$ cat src/rtl/vga_pattern_gen.sv
// VGA timing and pattern generator: pixel-tick prescaler, h/v raster counters, and a one-pixel
// output register for sync, RGB and coordinates. It offers four patterns, and the pattern is selected only at frame start.
module vga_pattern_gen #(
    parameter int CLK_DIV  = 4,
    parameter int H_ACTIVE = 640,
    parameter int H_FP     = 16,
    parameter int H_SYNC   = 96,
    parameter int H_BP     = 48,
    parameter int V_ACTIVE = 480,
    parameter int V_FP     = 10,
    parameter int V_SYNC   = 2,
    parameter int V_BP     = 33,
    parameter bit SYNC_POL = 1'b0,
    parameter int CHK_LOG2 = 5,
    parameter int BOX_SIZE = 16
) (
    input  logic        clk,
    input  logic        rst,
    input  logic [11:0] sw,
    input  logic [1:0]  mode,
    output logic        hscan,
    output logic        vscan,
    output logic [3:0]  vgaR,
    output logic [3:0]  vgaG,
    output logic [3:0]  vgaB,
    output logic [10:0] pix_x,
    output logic [9:0]  pix_y,
    output logic        active,
    output logic        frame_start
);
    localparam int H_TOT  = H_ACTIVE + H_FP + H_SYNC + H_BP;
    localparam int V_TOT  = V_ACTIVE + V_FP + V_SYNC + V_BP;
    localparam int HW     = $clog2(H_TOT);
    localparam int VW     = $clog2(V_TOT);
    localparam int DW     = (CLK_DIV > 1) ? $clog2(CLK_DIV) : 1;
    localparam int AW     = ($clog2(H_ACTIVE) > HW) ? $clog2(H_ACTIVE) : HW;
    localparam int BW     = AW + 3;
    localparam int BX_MAX = H_ACTIVE - BOX_SIZE;
    localparam int BY_MAX = V_ACTIVE - BOX_SIZE;

    logic [DW-1:0] div_reg;
    logic [HW-1:0] h_reg;
    logic [VW-1:0] v_reg;
    logic          tick, h_last, v_last, frame_wrap;

    assign tick       = (div_reg == DW'(CLK_DIV - 1));
    assign h_last     = (h_reg == HW'(H_TOT - 1));
    assign v_last     = (v_reg == VW'(V_TOT - 1));
    assign frame_wrap = tick & h_last & v_last;

    always_ff @(posedge clk or posedge rst) begin
        if (rst) begin
            div_reg <= '0;
            h_reg   <= '0;
            v_reg   <= '0;
        end else begin
            div_reg <= tick ? '0 : div_reg + 1'b1;
            if (tick) begin
                if (h_last) begin
                    h_reg <= '0;
                    v_reg <= v_last ? '0 : v_reg + 1'b1;
                end else begin
                    h_reg <= h_reg + 1'b1;
                end
            end
        end
    end

    // 32-bit views keep comparisons and bit picks in range for any parameter set
    logic [31:0] hx, vx;
    assign hx = 32'(h_reg);
    assign vx = 32'(v_reg);

    logic hsync_raw, vsync_raw, active_raw;
    assign hsync_raw  = (hx >= 32'(H_ACTIVE + H_FP)) && (hx < 32'(H_ACTIVE + H_FP + H_SYNC));
    assign vsync_raw  = (vx >= 32'(V_ACTIVE + V_FP)) && (vx < 32'(V_ACTIVE + V_FP + V_SYNC));
    assign active_raw = (hx < 32'(H_ACTIVE)) && (vx < 32'(V_ACTIVE));

    logic [BW-1:0] bar_num;
    logic [2:0]    bar_idx;
    logic [11:0]   bar_rgb;
    assign bar_num = BW'(h_reg) << 3;
    assign bar_idx = 3'(bar_num / BW'(H_ACTIVE));

    for (genvar gi = 0; gi < 3; gi++) begin : g_bar
        assign bar_rgb[gi*4 +: 4] = {4{bar_idx[gi]}};
    end

    logic [1:0]    mode_q_reg;
    logic [HW-1:0] bx_reg, bx_next;
    logic [VW-1:0] by_reg, by_next;
    logic          dx_neg_reg, dx_neg_next, dy_neg_reg, dy_neg_next;
    logic          in_box, chk_cell;
    logic [11:0]   pix_c;

    assign chk_cell = hx[CHK_LOG2] ^ vx[CHK_LOG2];
    assign in_box   = (hx >= 32'(bx_reg)) && (hx < 32'(bx_reg) + 32'(BOX_SIZE)) &&
                      (vx >= 32'(by_reg)) && (vx < 32'(by_reg) + 32'(BOX_SIZE));

    always_comb begin
        pix_c = 12'h000;
        case (mode_q_reg)
            2'd0: pix_c = sw;
            2'd1: pix_c = bar_rgb;
            2'd2: pix_c = chk_cell ? sw : 12'h000;
            default: pix_c = in_box ? sw : 12'h000;
        endcase
        if (!active_raw)
            pix_c = 12'h000;
    end

    // A step that would leave the legal range bounces: direction flips and the box moves back one
    always_comb begin
        bx_next     = bx_reg;
        dx_neg_next = dx_neg_reg;
        if (!dx_neg_reg) begin
            if (32'(bx_reg) >= 32'(BX_MAX)) begin
                bx_next     = bx_reg - 1'b1;
                dx_neg_next = 1'b1;
            end else begin
                bx_next = bx_reg + 1'b1;
            end
        end else begin
            if (bx_reg == '0) begin
                bx_next     = bx_reg + 1'b1;
                dx_neg_next = 1'b0;
            end else begin
                bx_next = bx_reg - 1'b1;
            end
        end
    end

    always_comb begin
        by_next     = by_reg;
        dy_neg_next = dy_neg_reg;
        if (!dy_neg_reg) begin
            if (32'(by_reg) >= 32'(BY_MAX)) begin
                by_next     = by_reg - 1'b1;
                dy_neg_next = 1'b1;
            end else begin
                by_next = by_reg + 1'b1;
            end
        end else begin
            if (by_reg == '0) begin
                by_next     = by_reg + 1'b1;
                dy_neg_next = 1'b0;
            end else begin
                by_next = by_reg - 1'b1;
            end
        end
    end

    logic frame_start_reg;

    always_ff @(posedge clk or posedge rst) begin
        if (rst) begin
            frame_start_reg <= 1'b0;
            mode_q_reg      <= 2'd0;
            bx_reg          <= '0;
            by_reg          <= '0;
            dx_neg_reg      <= 1'b0;
            dy_neg_reg      <= 1'b0;
        end else begin
            frame_start_reg <= frame_wrap;
            if (frame_wrap) begin
                mode_q_reg <= mode;
                if (mode_q_reg == 2'd3) begin
                    bx_reg     <= bx_next;
                    by_reg     <= by_next;
                    dx_neg_reg <= dx_neg_next;
                    dy_neg_reg <= dy_neg_next;
                end
            end
        end
    end

    // Output stage: one pixel behind the counters, advanced only on the pixel tick
    logic        hscan_reg, vscan_reg, active_reg;
    logic [11:0] rgb_reg;
    logic [10:0] pix_x_reg;
    logic [9:0]  pix_y_reg;

    always_ff @(posedge clk or posedge rst) begin
        if (rst) begin
            hscan_reg  <= ~SYNC_POL;
            vscan_reg  <= ~SYNC_POL;
            active_reg <= 1'b0;
            rgb_reg    <= 12'h000;
            pix_x_reg  <= '0;
            pix_y_reg  <= '0;
        end else if (tick) begin
            hscan_reg  <= SYNC_POL ? hsync_raw : ~hsync_raw;
            vscan_reg  <= SYNC_POL ? vsync_raw : ~vsync_raw;
            active_reg <= active_raw;
            rgb_reg    <= pix_c;
            pix_x_reg  <= 11'(h_reg);
            pix_y_reg  <= 10'(v_reg);
        end
    end

    assign hscan       = hscan_reg;
    assign vscan       = vscan_reg;
    assign vgaR        = rgb_reg[11:8];
    assign vgaG        = rgb_reg[7:4];
    assign vgaB        = rgb_reg[3:0];
    assign pix_x       = pix_x_reg;
    assign pix_y       = pix_y_reg;
    assign active      = active_reg;
    assign frame_start = frame_start_reg;

endmodule

$ cat config.mk
export PLATFORM = sky130hd
export DESIGN_NAME = vga_pattern_gen
export DESIGN_NICKNAME = d
export VERILOG_FILES = /design/src/rtl/vga_pattern_gen.sv
export SDC_FILE = /design/constraint.sdc
export NUM_CORES = 1
export LEC_CHECK = 0
export ABC_CLOCK_PERIOD_IN_PS = 3640
export CAP_MARGIN = 30
export CORE_ASPECT_RATIO = 0.75
export CORE_MARGIN = 2
export CORE_UTILIZATION = 45
export CTS_CLUSTER_DIAMETER = 80
export DETAILED_ROUTE_END_ITERATION = 10
export PLACE_DENSITY_LB_ADDON = 0.12
export RECOVER_POWER = 25
export SLEW_MARGIN = 30
export SYNTH_ARGS = -nofsm -noshare
export SYNTH_HDL_FRONTEND = slang
export SYNTH_SLANG_ARGS = --single-unit
$ cat constraint.sdc
create_clock -name clk -period 3.64 [get_ports clk]
set_clock_uncertainty 0.2 [all_clocks]
set_input_delay 0.91 -clock clk [delete_from_list [all_inputs] [get_ports clk]]
set_output_delay 0.91 -clock clk [all_outputs]
set_load 0.1 [all_outputs]
==> impl_metrics.ini <==
[yosys]
synth_seq_cells = 82
netlist_instances = 591
async_flop_share = 1.00
synth-main-ff-cell = dfrtp_1
synth_edf_count = 0
synth.distinct_cells = 72
syn_area_um2 = 5590
ys_seq_area_frac = 0.368
syn_nets = 657
synth_area_per_cell_um2 = 9.46
yosys_warnings = 0

[floorplan]
die_w_um = 133
std_cell_rows = 35
core-area_um2 = 12200
initial_utilization = 0.458
io_pins = 53
die_area_um2 = 13300
die_h_um = 101

[setup_path]
reg2reg_to = rgb_reg[2]$_DFFE_PP0P_
cp.required_ns = 3.72
arrival_ns = 3.44
startpoint = h_reg[0]$_DFFE_PP0P_
crit_type = reg2reg
path_depth = 12
cp-end-kind = register
slowest_delay_ns = 0.40
cp_slowest_cell = xor2_2
critical_path.n_buffers_inverters = 1
r2r_cells = 12
endpoint = rgb_reg[2]$_DFFE_PP0P_
path_cells = inv_1 > ha_1 > nor4b_4 > a41oi_1 > xor2_2 > a21oi_2 > mux2i_1 > o31a_1 > a221o_1 > a31oi_4 > nor2_1 > o2bb2ai_1
critical_path.max_fanout = 7
r2r-start = h_reg[0]$_DFFE_PP0P_
worst-r2r-setup-slack_ns = 0.28
crit_family = compound AO/OA/AOI/OAI gates
startpoint_type = register

[sta]
slew_headroom = -0.362
slew_violations = 118
setup_ws_ns = 0.281
setup_viol_count_final = 0
fmax_mhz = 298
tns_ns = 0
final_hold_viol_count = 0
period_share = 0.923
tightest_slew_ns = 2.04
rsz0062_at_grt = no
final.min_clock_period_ns = 3.36

[worst_hold_path]
min_path_cells = 1
min_path_type = reg2reg

[clocking]
cts_root_buffer = clkbuf_16
cts_setup_buffers = 0
tritoncts = done
hold_buffers = 0
numClockSinks = 82
clk_pin_slew_worst_paths_ns = 0.08
cts_resized = 0
clock_tree.buffer_depth = 2
htreeDepth = 3
clk_latency_ns = 0.35
cts_made_buffers = 9

[flow_run]
drv_cap = 2

[route]
routed_wl_um = 13400
dr.first_iter.drc_count = 268
ant_nets = 0
wl_per_cell_um = 16.4
num_vias = 4453
vias_per_cell = 5.46
post-route-drc-count = 0
first_pass_iters = 5

[status]
status = finished with violations
violations = capacitance limit, slew limit

[placed_design]
dp_hpwl_um = 9950
dp_slack_ns = 0.196
io_buffers = 51
gp_congestion = 0.864

[power]
powerDensity_nw_per_um2 = 290
p_leak_nw = 2.77
vdd_ir_drop_max_v = 0.000216

[layout]
diodes = 0
largest_reg_flops = 12
area_growth_pct = 16.6
nets = 711
drive_gt1_frac = 0.175

[global_route]
grt_pass1_wl_um = 22900
grt_max_degree = 83
antenna_found_initial = 0
grt_use_total = 0.215
grt-ovfl-total = 0
first_global_vias = 4460
[worst min path at each step]
stage,slack (ns),endpoint,startpoint
5_1_grt,0.25,div_reg[0]$_DFF_PP0_,div_reg[0]$_DFF_PP0_
4_1_cts,0.24,div_reg[0]$_DFF_PP0_,div_reg[0]$_DFF_PP0_
3_3_place_gp,0.21,div_reg[0]$_DFF_PP0_,div_reg[0]$_DFF_PP0_
3_5_place_dp,0.23,div_reg[0]$_DFF_PP0_,div_reg[0]$_DFF_PP0_
6_report,0.23,div_reg[0]$_DFF_PP0_,div_reg[0]$_DFF_PP0_
2_1_floorplan,0.20,div_reg[0]$_DFF_PP0_,div_reg[0]$_DFF_PP0_
[layout make-up]
cell class	instances	area, um2
fill	1075	5700
multi-input combinational	441	3230
sequential	82	2050
timing repair buffer	71	561
clock buffer	9	225
tap	166	208
inverter	40	151
clock inverter	7	86.3
[kinds of logic (layout without fill, tap and decap cells)]
group	Yosys count	count (layout)	share of synthesized area
adder cells (fa/ha/maj)	50	50	0.112
multiplexers	27	27	0.0542
AND/OR/NAND/NOR	189	189	0.178
flip-flops	82	82	0.368
XOR/XNOR	47	47	0.0736
other	1	1	0.000671
AO/OA/AOI/OAI	127	127	0.159
buffers and inverters	68	127	0.0555
[cells in the final DEF (no fill, tap or decap), types with 5 or more instances in the layout]
cell             count
a211oi_1             6
a21oi_1             23
a31oi_1              9
a41oi_1              5
and3_1               5
buf_4               53
clkbuf_16            9
clkdlybuf4s50_1     14
dfrtp_1             80
ha_1                50
inv_1               38
mux2_2              22
nand2_1             38
nand2b_1             8
nand3_1             19
nand4_1             13
nor2_1              52
nor2b_1              6
nor3_1               8
nor4_1              10
o21a_1               8
o21ai_0             29
o2bb2ai_1            8
o32ai_1              6
xnor2_1             40
xor2_1               6
[worst register-to-register path, cell delays in order, from the launching register on]
cell and delay, ns:
dfrtp_1 0.38, inv_1 0.10, ha_1 0.24, nor4b_4 0.32, a41oi_1 0.25, xor2_2 0.40, a21oi_2 0.13, mux2i_1 0.17
o31a_1 0.29, a221o_1 0.39, a31oi_4 0.22, nor2_1 0.06, o2bb2ai_1 0.13
[per-stage QoR]
stage / cell area [um2] / total power (W) / instances / util / hold WS (ns)
2_1_floorplan: 5590 / 0.000950 / 591 / - / 0.203
5_1_grt: 6520 / 0.00196 / 816 / 0.534 / 0.248
3_5_place_dp: 6220 / 0.000976 / 800 / 0.509 / 0.226
4_1_cts: 6530 / 0.00192 / 816 / 0.535 / 0.237
6_report: 6520 / 0.00189 / 816 / 0.534 / 0.231
3_3_place_gp: 6220 / 0.000975 / 800 / 0.509 / 0.215
[synth_stat cells (9+ instances only)]
| cell | instances | area [um2] |
|---|---|---|
| a21oi_1 | 23 | 115 |
| a31oi_1 | 9 | 56.3 |
| clkbuf_1 | 19 | 71.3 |
| dfrtp_1 | 80 | 2000 |
| ha_1 | 50 | 626 |
| inv_1 | 39 | 146 |
| mux2_2 | 22 | 248 |
| nand2_1 | 38 | 143 |
| nand3_1 | 19 | 95.1 |
| nand4_1 | 13 | 81.3 |
| nor2_1 | 52 | 195 |
| nor4_1 | 10 | 62.6 |
| o21ai_0 | 29 | 145 |
| xnor2_1 | 40 | 350 |
[layer usage]
metal | wire, um | track usage | vias to the layer above
li1 | - | - | 2228
met3 | 657 | 0.0447 | 18
met5 | 0 | 0 | -
met2 | 5740 | 0.323 | 112
met4 | 163 | 0.0653 | 0
met1 | 6820 | 0.312 | 2095
[report_power, final]
group / total, W / switching (W) / internal (W)
Clock: 0.000937 / 0.000447 / 0.000490
Combinational: 0.0000427 / 0.0000267 / 0.0000160
Sequential: 0.000911 / 0 / 0.000911
(Power assumes the default switching activity.)
